$ cat src/rtl/interface_hcsr04_multi_if.sv
// Control/result bus between the top-level control FSM (master) and the
// multi-channel HC-SR04 scanner (slave).
interface interface_hcsr04_multi_if #(
  parameter int N_CH   = 2,
  parameter int DIST_W = 12
);
  localparam int CH_W = (N_CH > 1) ? $clog2(N_CH) : 1;

  logic              medir;
  logic              continuo;
  logic [DIST_W-1:0] distancia;
  logic [CH_W-1:0]   canal;
  logic              erro;
  logic              valido;
  logic              pronto;
  logic              ocupado;
  logic [3:0]        db_estado;

  modport master (
    output medir, continuo,
    input  distancia, canal, erro, valido, pronto, ocupado, db_estado
  );

  modport slave (
    input  medir, continuo,
    output distancia, canal, erro, valido, pronto, ocupado, db_estado
  );
endinterface

$ cat src/rtl/interface_hcsr04_multi.sv
// Multi-channel HC-SR04 scanner: triggers each sensor in turn, times the
// echo pulse, converts it to whole centimetres and reports echo timeouts.
module interface_hcsr04_multi #(
  parameter int N_CH         = 2,
  parameter int TRIG_CYCLES  = 500,
  parameter int CYC_PER_CM   = 2941,
  parameter int DIST_W       = 12,
  parameter int ECHO_TIMEOUT = 1500000,
  parameter int GAP_CYCLES   = 3000000
) (
  input  logic                     clock,
  input  logic                     reset,
  input  logic [N_CH-1:0]          echo,
  output logic [N_CH-1:0]          trigger,
  interface_hcsr04_multi_if.slave  bus
);
  localparam int CH_W    = (N_CH > 1) ? $clog2(N_CH) : 1;
  localparam int CYC_W   = (CYC_PER_CM > 1) ? $clog2(CYC_PER_CM) : 1;
  localparam int MAX_A   = (TRIG_CYCLES > ECHO_TIMEOUT) ? TRIG_CYCLES : ECHO_TIMEOUT;
  localparam int CNT_MAX = (MAX_A > GAP_CYCLES) ? MAX_A : GAP_CYCLES;
  localparam int CNT_W   = $clog2(CNT_MAX + 1);

  localparam logic [CNT_W-1:0] TRIG_LAST = CNT_W'(TRIG_CYCLES - 1);
  localparam logic [CNT_W-1:0] TMO_LAST  = CNT_W'(ECHO_TIMEOUT - 1);
  localparam logic [CNT_W-1:0] GAP_LAST  = CNT_W'(GAP_CYCLES - 1);
  localparam logic [CYC_W-1:0] CYC_LAST  = CYC_W'(CYC_PER_CM - 1);
  localparam logic [CH_W-1:0]  CH_LAST   = CH_W'(N_CH - 1);

  typedef enum logic [3:0] {
    INICIAL       = 4'h0,
    PREPARACAO    = 4'h1,
    ENVIA_TRIGGER = 4'h2,
    ESPERA_ECHO   = 4'h3,
    MEDIDA        = 4'h4,
    ARMAZENAMENTO = 4'h5,
    INTERVALO     = 4'h6,
    FINAL         = 4'hF
  } state_t;

  state_t            state_q, state_d;
  logic [CH_W-1:0]   ch_q, ch_d;
  logic [CNT_W-1:0]  cnt_q, cnt_d;
  logic [CYC_W-1:0]  cyc_q, cyc_d;
  logic [DIST_W-1:0] cm_q, cm_d;
  logic              err_q, err_d;
  logic [DIST_W-1:0] distancia_q, distancia_d;
  logic [CH_W-1:0]   canal_q, canal_d;
  logic              erro_q, erro_d;
  logic              valido_q, valido_d;
  logic [N_CH-1:0]   trigger_q, trigger_d;
  logic [N_CH-1:0]   echo_meta_q, echo_meta_d;
  logic [N_CH-1:0]   echo_sync_q, echo_sync_d;
  logic              echo_cur;

  assign echo_cur = echo_sync_q[ch_q];

  // Next-state, counters, result capture and echo synchroniser inputs
  always_comb begin
    state_d     = state_q;
    ch_d        = ch_q;
    cnt_d       = cnt_q;
    cyc_d       = cyc_q;
    cm_d        = cm_q;
    err_d       = err_q;
    distancia_d = distancia_q;
    canal_d     = canal_q;
    erro_d      = erro_q;
    valido_d    = 1'b0;
    echo_meta_d = echo;
    echo_sync_d = echo_meta_q;

    case (state_q)
      INICIAL: begin
        if (bus.medir || bus.continuo) begin
          ch_d    = '0;
          state_d = PREPARACAO;
        end
      end
      PREPARACAO: begin
        cnt_d   = '0;
        cyc_d   = '0;
        cm_d    = '0;
        err_d   = 1'b0;
        state_d = ENVIA_TRIGGER;
      end
      ENVIA_TRIGGER: begin
        if (cnt_q == TRIG_LAST) begin
          cnt_d   = '0;
          state_d = ESPERA_ECHO;
        end else begin
          cnt_d = cnt_q + CNT_W'(1);
        end
      end
      ESPERA_ECHO: begin
        if (echo_cur) begin
          // The rising clock already counts as the first high clock
          if (cyc_q == CYC_LAST) begin
            cyc_d = '0;
            if (cm_q != '1) cm_d = cm_q + DIST_W'(1);
          end else begin
            cyc_d = cyc_q + CYC_W'(1);
          end
          cnt_d   = CNT_W'(1);
          state_d = MEDIDA;
        end else if (cnt_q == TMO_LAST) begin
          err_d   = 1'b1;
          state_d = ARMAZENAMENTO;
        end else begin
          cnt_d = cnt_q + CNT_W'(1);
        end
      end
      MEDIDA: begin
        if (!echo_cur) begin
          state_d = ARMAZENAMENTO;
        end else if (cnt_q == TMO_LAST) begin
          err_d   = 1'b1;
          state_d = ARMAZENAMENTO;
        end else begin
          if (cyc_q == CYC_LAST) begin
            cyc_d = '0;
            if (cm_q != '1) cm_d = cm_q + DIST_W'(1);
          end else begin
            cyc_d = cyc_q + CYC_W'(1);
          end
          cnt_d = cnt_q + CNT_W'(1);
        end
      end
      ARMAZENAMENTO: begin
        distancia_d = err_q ? '1 : cm_q;
        canal_d     = ch_q;
        erro_d      = err_q;
        valido_d    = 1'b1;
        cnt_d       = '0;
        state_d     = INTERVALO;
      end
      INTERVALO: begin
        if (cnt_q == GAP_LAST) begin
          cnt_d = '0;
          if (ch_q == CH_LAST) begin
            state_d = FINAL;
          end else begin
            ch_d    = ch_q + CH_W'(1);
            state_d = PREPARACAO;
          end
        end else begin
          cnt_d = cnt_q + CNT_W'(1);
        end
      end
      FINAL: begin
        if (bus.medir || bus.continuo) begin
          ch_d    = '0;
          state_d = PREPARACAO;
        end
      end
      default: state_d = INICIAL;
    endcase

    // Trigger is registered from the next state so it lines up with ENVIA_TRIGGER
    trigger_d = '0;
    if (state_d == ENVIA_TRIGGER) trigger_d = N_CH'(1) << ch_d;
  end

  // State, counter, result and synchroniser registers with synchronous reset
  always_ff @(posedge clock) begin
    if (reset) begin
      state_q     <= INICIAL;
      ch_q        <= '0;
      cnt_q       <= '0;
      cyc_q       <= '0;
      cm_q        <= '0;
      err_q       <= 1'b0;
      distancia_q <= '0;
      canal_q     <= '0;
      erro_q      <= 1'b0;
      valido_q    <= 1'b0;
      trigger_q   <= '0;
      echo_meta_q <= '0;
      echo_sync_q <= '0;
    end else begin
      state_q     <= state_d;
      ch_q        <= ch_d;
      cnt_q       <= cnt_d;
      cyc_q       <= cyc_d;
      cm_q        <= cm_d;
      err_q       <= err_d;
      distancia_q <= distancia_d;
      canal_q     <= canal_d;
      erro_q      <= erro_d;
      valido_q    <= valido_d;
      trigger_q   <= trigger_d;
      echo_meta_q <= echo_meta_d;
      echo_sync_q <= echo_sync_d;
    end
  end

  assign trigger       = trigger_q;
  assign bus.distancia = distancia_q;
  assign bus.canal     = canal_q;
  assign bus.erro      = erro_q;
  assign bus.valido    = valido_q;
  assign bus.pronto    = (state_q == FINAL);
  assign bus.ocupado   = (state_q != INICIAL) && (state_q != FINAL);
  assign bus.db_estado = state_q;
endmodule

$ cat src/flat_wrapper.sv
// flat-port wrapper written by rule: the top's interface ports become plain ports
module interface_hcsr04_multi_flat 
#(
  parameter int N_CH         = 2,
  parameter int TRIG_CYCLES  = 500,
  parameter int CYC_PER_CM   = 2941,
  parameter int DIST_W       = 12,
  parameter int ECHO_TIMEOUT = 1500000,
  parameter int GAP_CYCLES   = 3000000
)
  (clock, reset, echo, trigger, bus_medir, bus_continuo, bus_distancia, bus_canal, bus_erro, bus_valido, bus_pronto, bus_ocupado, bus_db_estado);
  interface_hcsr04_multi_if #(.N_CH(N_CH), .DIST_W(DIST_W)) bus_i ();
  input  logic clock;
  input  logic reset;
  input  logic [N_CH-1:0] echo;
  output logic [N_CH-1:0] trigger;
  input wire logic [$bits(bus_i.medir)-1:0] bus_medir;
  input wire logic [$bits(bus_i.continuo)-1:0] bus_continuo;
  output wire logic [$bits(bus_i.distancia)-1:0] bus_distancia;
  output wire logic [$bits(bus_i.canal)-1:0] bus_canal;
  output wire logic [$bits(bus_i.erro)-1:0] bus_erro;
  output wire logic [$bits(bus_i.valido)-1:0] bus_valido;
  output wire logic [$bits(bus_i.pronto)-1:0] bus_pronto;
  output wire logic [$bits(bus_i.ocupado)-1:0] bus_ocupado;
  output wire logic [$bits(bus_i.db_estado)-1:0] bus_db_estado;
  assign bus_i.medir = bus_medir;
  assign bus_i.continuo = bus_continuo;
  assign bus_distancia = bus_i.distancia;
  assign bus_canal = bus_i.canal;
  assign bus_erro = bus_i.erro;
  assign bus_valido = bus_i.valido;
  assign bus_pronto = bus_i.pronto;
  assign bus_ocupado = bus_i.ocupado;
  assign bus_db_estado = bus_i.db_estado;
  interface_hcsr04_multi #(.N_CH(N_CH), .TRIG_CYCLES(TRIG_CYCLES), .CYC_PER_CM(CYC_PER_CM), .DIST_W(DIST_W), .ECHO_TIMEOUT(ECHO_TIMEOUT), .GAP_CYCLES(GAP_CYCLES)) u_core (.clock(clock), .reset(reset), .echo(echo), .trigger(trigger), .bus(bus_i));
endmodule
$ cat config.mk
export PLATFORM = sky130hd
export DESIGN_NAME = interface_hcsr04_multi_flat
export DESIGN_NICKNAME = d
export VERILOG_FILES = /design/src/rtl/interface_hcsr04_multi_if.sv /design/src/rtl/interface_hcsr04_multi.sv /design/src/flat_wrapper.sv
export SDC_FILE = /design/constraint.sdc
export NUM_CORES = 1
export LEC_CHECK = 0
export CORE_UTILIZATION = 50
export CTS_BUF_LIST = sky130_fd_sc_hd__clkbuf_4 sky130_fd_sc_hd__clkbuf_8
export DETAILED_ROUTE_END_ITERATION = 16
export MAX_ROUTING_LAYER = met4
export PLACE_DENSITY = 0.73
export RECOVER_POWER = 100
export SLEW_MARGIN = 30
export SYNTH_ARGS = -nofsm -noshare
export SYNTH_HDL_FRONTEND = slang
export SYNTH_SLANG_ARGS = --single-unit
$ cat constraint.sdc
create_clock -name clock -period 3.5 [get_ports clock]
set_input_delay 0.7 -clock clock [delete_from_list [all_inputs] [get_ports clock]]
set_output_delay 0.7 -clock clock [all_outputs]
set_load 0.02 [all_outputs]
==> flow_summary.yaml <==
synth:
  synth_cells: 474
  synth_largest_area_cell: "dfxtp_1"
  synth_fp_nets: 484
  synth_warnings: 0
  ys_async_sr_fraction_pct: 0
  synth_edf_count: 0
  synth.distinct_cells: 60
  avgSynthCellArea_um2: 8.072
  mappedNetlistArea_um2: 3826
  synthTopCellsByArea: "dfxtp_1, nor2_1, nand2_1"
  synth_seq_cells: 73
  synth_top_area_share_pct: 38.19
  yosys_most_used_dff: "dfxtp_1"
  ys_seq_area_share_pct: 38.19
worst_setup_path:
  crit_fanout: 12
  required_ps: 3800
  arrival_ps: 3350
  startpoint_type: "register"
  critPathKind: "reg -> reg"
  endpoint_kind: "register"
cells_and_area:
  stdcell_count: 600
  n_antenna_cell: 0
  layout_commonest_cell: "nor2_1"
  final_cell_mix: "nor2_1, dfxtp_1, nand2_1"
  drive_gt1_share_pct: 6.587
  layout.nets: 506
  fillCellCount: 656
  syn_to_final_growth_pct: 12.56
floorplan:
  row_count: 31
  dieWidth_um: 89.48
  dieHeight_um: 89.48
  start_util_pct: 52.19
  ios: 29
  die_area_um2: 8006
  core_um2: 7331
detailed_routing:
  drt_iter0_markers: 144
  ant_nets: 0
  drt-vias-per-instance: 5.915
  drcViolationCount: 0
  dr_total_vias: 3549
  detail_route.wl_per_cell_um: 14.32
  drtPass1Iterations: 5
  wl_um: 8593
cts:
  root_buffer: "clkbuf_8"
  tritoncts: "yes"
  worstSkewPairLatency_ps: 350
  hold_buffers: 0
  cts_setup_buffers: 0
  htree_levels: 3
  cts-buffers-inserted: 9
  cts_resized: 0
  clock_sinks: 73
  clk_pin_slew_worst_paths_ps: 80
  clockBufferDepth: 2
timing:
  post-route-period-util_pct: 87.34
  setup_slack_ps: 443.0
  fin_tns_setup_ps: 0
  finClkSkew_ps: 10.33
  slew_headroom_pct: 31.25
  fmax_mhz: 327.1
  rsz0062_at_grt: "false"
  worst_pin_slew_ps: 1031
  hold_viol: 0
  setup_viol: 0
  holdWs_ps: 439.7
  drv_slew: 0
  finalCriticalPeriod_ps: 3057
power:
  vdd_drop_max_mv: 0.1983
  power.density_nw_per_um2: 424.4
  cellLeakagePower_nw: 1.515
grt:
  gr-total-overflow: 0
  grt_pass1_wl_um: 14230
  grt_max_degree: 28
  grt_pass1_vias: 3122
  antenna_found_initial: 0
  grt_util_all_layers_pct: 23.72
place:
  dp.cells: 584
  dp_hpwl_um: 6065
  port_buffers: 28
  dp_slack_ps: 633.8
  place.gp.congestion: 0.9324
status:
  status: "complete, no violations"
worst_hold_path:
  hold_class: "reg -> reg"
job:
  drv_cap: 0
==> layer usage <==
metal  vias up  share of wire [%]  global-route usage (%)
li1       1779                  -                       -
met1      1614                 47                   31.12
met5         -                  0                       -
met3        10                6.2                   6.556
met2       146                 46                   35.53
met4         0               0.65                   7.071
==> synthesized netlist by cell type, drive strengths merged (4+ instances only) <==
cell type and count:
nor2 79, dfxtp 73, nand2 38, a21oi 29, nand3 23, o21ai 17, a211oi 16, clkbuf 16
xnor2 15, nand4 12, buf 11, inv 11, nor3 11, nor2b 8, or4 8, a21o 7
a31oi 7, and3 7, nor4 7, o31ai 6, or3 6, a41oi 5, and2 5, a21boi 4
ha 4
==> worst max-delay path, cell delays in order, from the launching register on <==
cell and delay (ps):
dfxtp_1 380, or4_1 580, or4_1 540, or4_1 620, a21oi_2 560, o21bai_1 200
a21o_1 120
==> metrics by stage <==
step | total power, W | util [%] | instance area (µm²)
after floorplan | 0.001121 | - | 3826
after global placement | 0.001182 | 56.46 | 4139
after detailed placement | 0.001186 | 56.46 | 4139
after CTS | 0.001859 | 59.21 | 4340
after global routing | 0.001930 | 58.75 | 4307
final | 0.001828 | 58.75 | 4307
==> power by group <==
| group | total, W | switching [W] | leakage (nW) | internal [W] |
|---|---|---|---|---|
| Sequential | 0.000874 | 0.0000263 | 0.590 | 0.000848 |
| Clock | 0.000668 | 0.000333 | 0.100 | 0.000335 |
| Combinational | 0.000285 | 0.000182 | 0.826 | 0.000104 |
| Total | 0.00183 | 0.000541 | 1.52 | 0.00129 |
==> cell type report <==
cell class                      count  area, µm²  share of cell area, %
Clock inverter                      7      77.57                  1.801
Sequential cell                    73       1461                  33.93
Tap cell                           99      123.9                  2.876
Clock buffer                        9      123.9                  2.876
Inverter                           11      41.29                 0.9587
Timing Repair Buffer               38      340.3                  7.902
Multi-Input combinational cell    363       2138                  49.65
==> registers in the layout, summed over array words and instances, names as in the netlist <==
signal / cells
u_core.bus.canal: 1
u_core.cm_q: 12
u_core.bus.erro: 1
u_core.ch_q: 1
u_core.bus.valido: 1
u_core.err_q: 1
u_core.cnt_q: 22
u_core.echo_meta_q: 2
u_core.trigger: 2
u_core.bus.distancia: 12
u_core.echo_sync_q: 2
u_core.bus.db_estado: 4
u_core.cyc_q: 12
==> cell families (layout without fill, tap and decap cells) <==
kind of cell	after synthesis	count (layout)	share of synthesized area, %
xor+xnor	18	18	4.121
buf+inv	38	65	5.559
fa+ha+maj	4	4	1.308
mux	4	4	1.079
compound gates	110	110	19.26
flops	73	73	38.19
simple gates	227	227	30.48
==> final timing paths <==
path / from / end / slack (ps) / depth (start not counted)
setup / recovery: u_core.cnt_q[11] / u_core.cnt_q[2] / 440 / 6
hold / removal: u_core.echo_meta_q[1] / u_core.echo_sync_q[1] / 440 / 1
setup reg to reg: u_core.cnt_q[11] / u_core.cnt_q[2] / 440 / 6
hold reg to reg: u_core.echo_meta_q[1] / u_core.echo_sync_q[1] / 440 / 1
(Power assumes the default switching activity.)
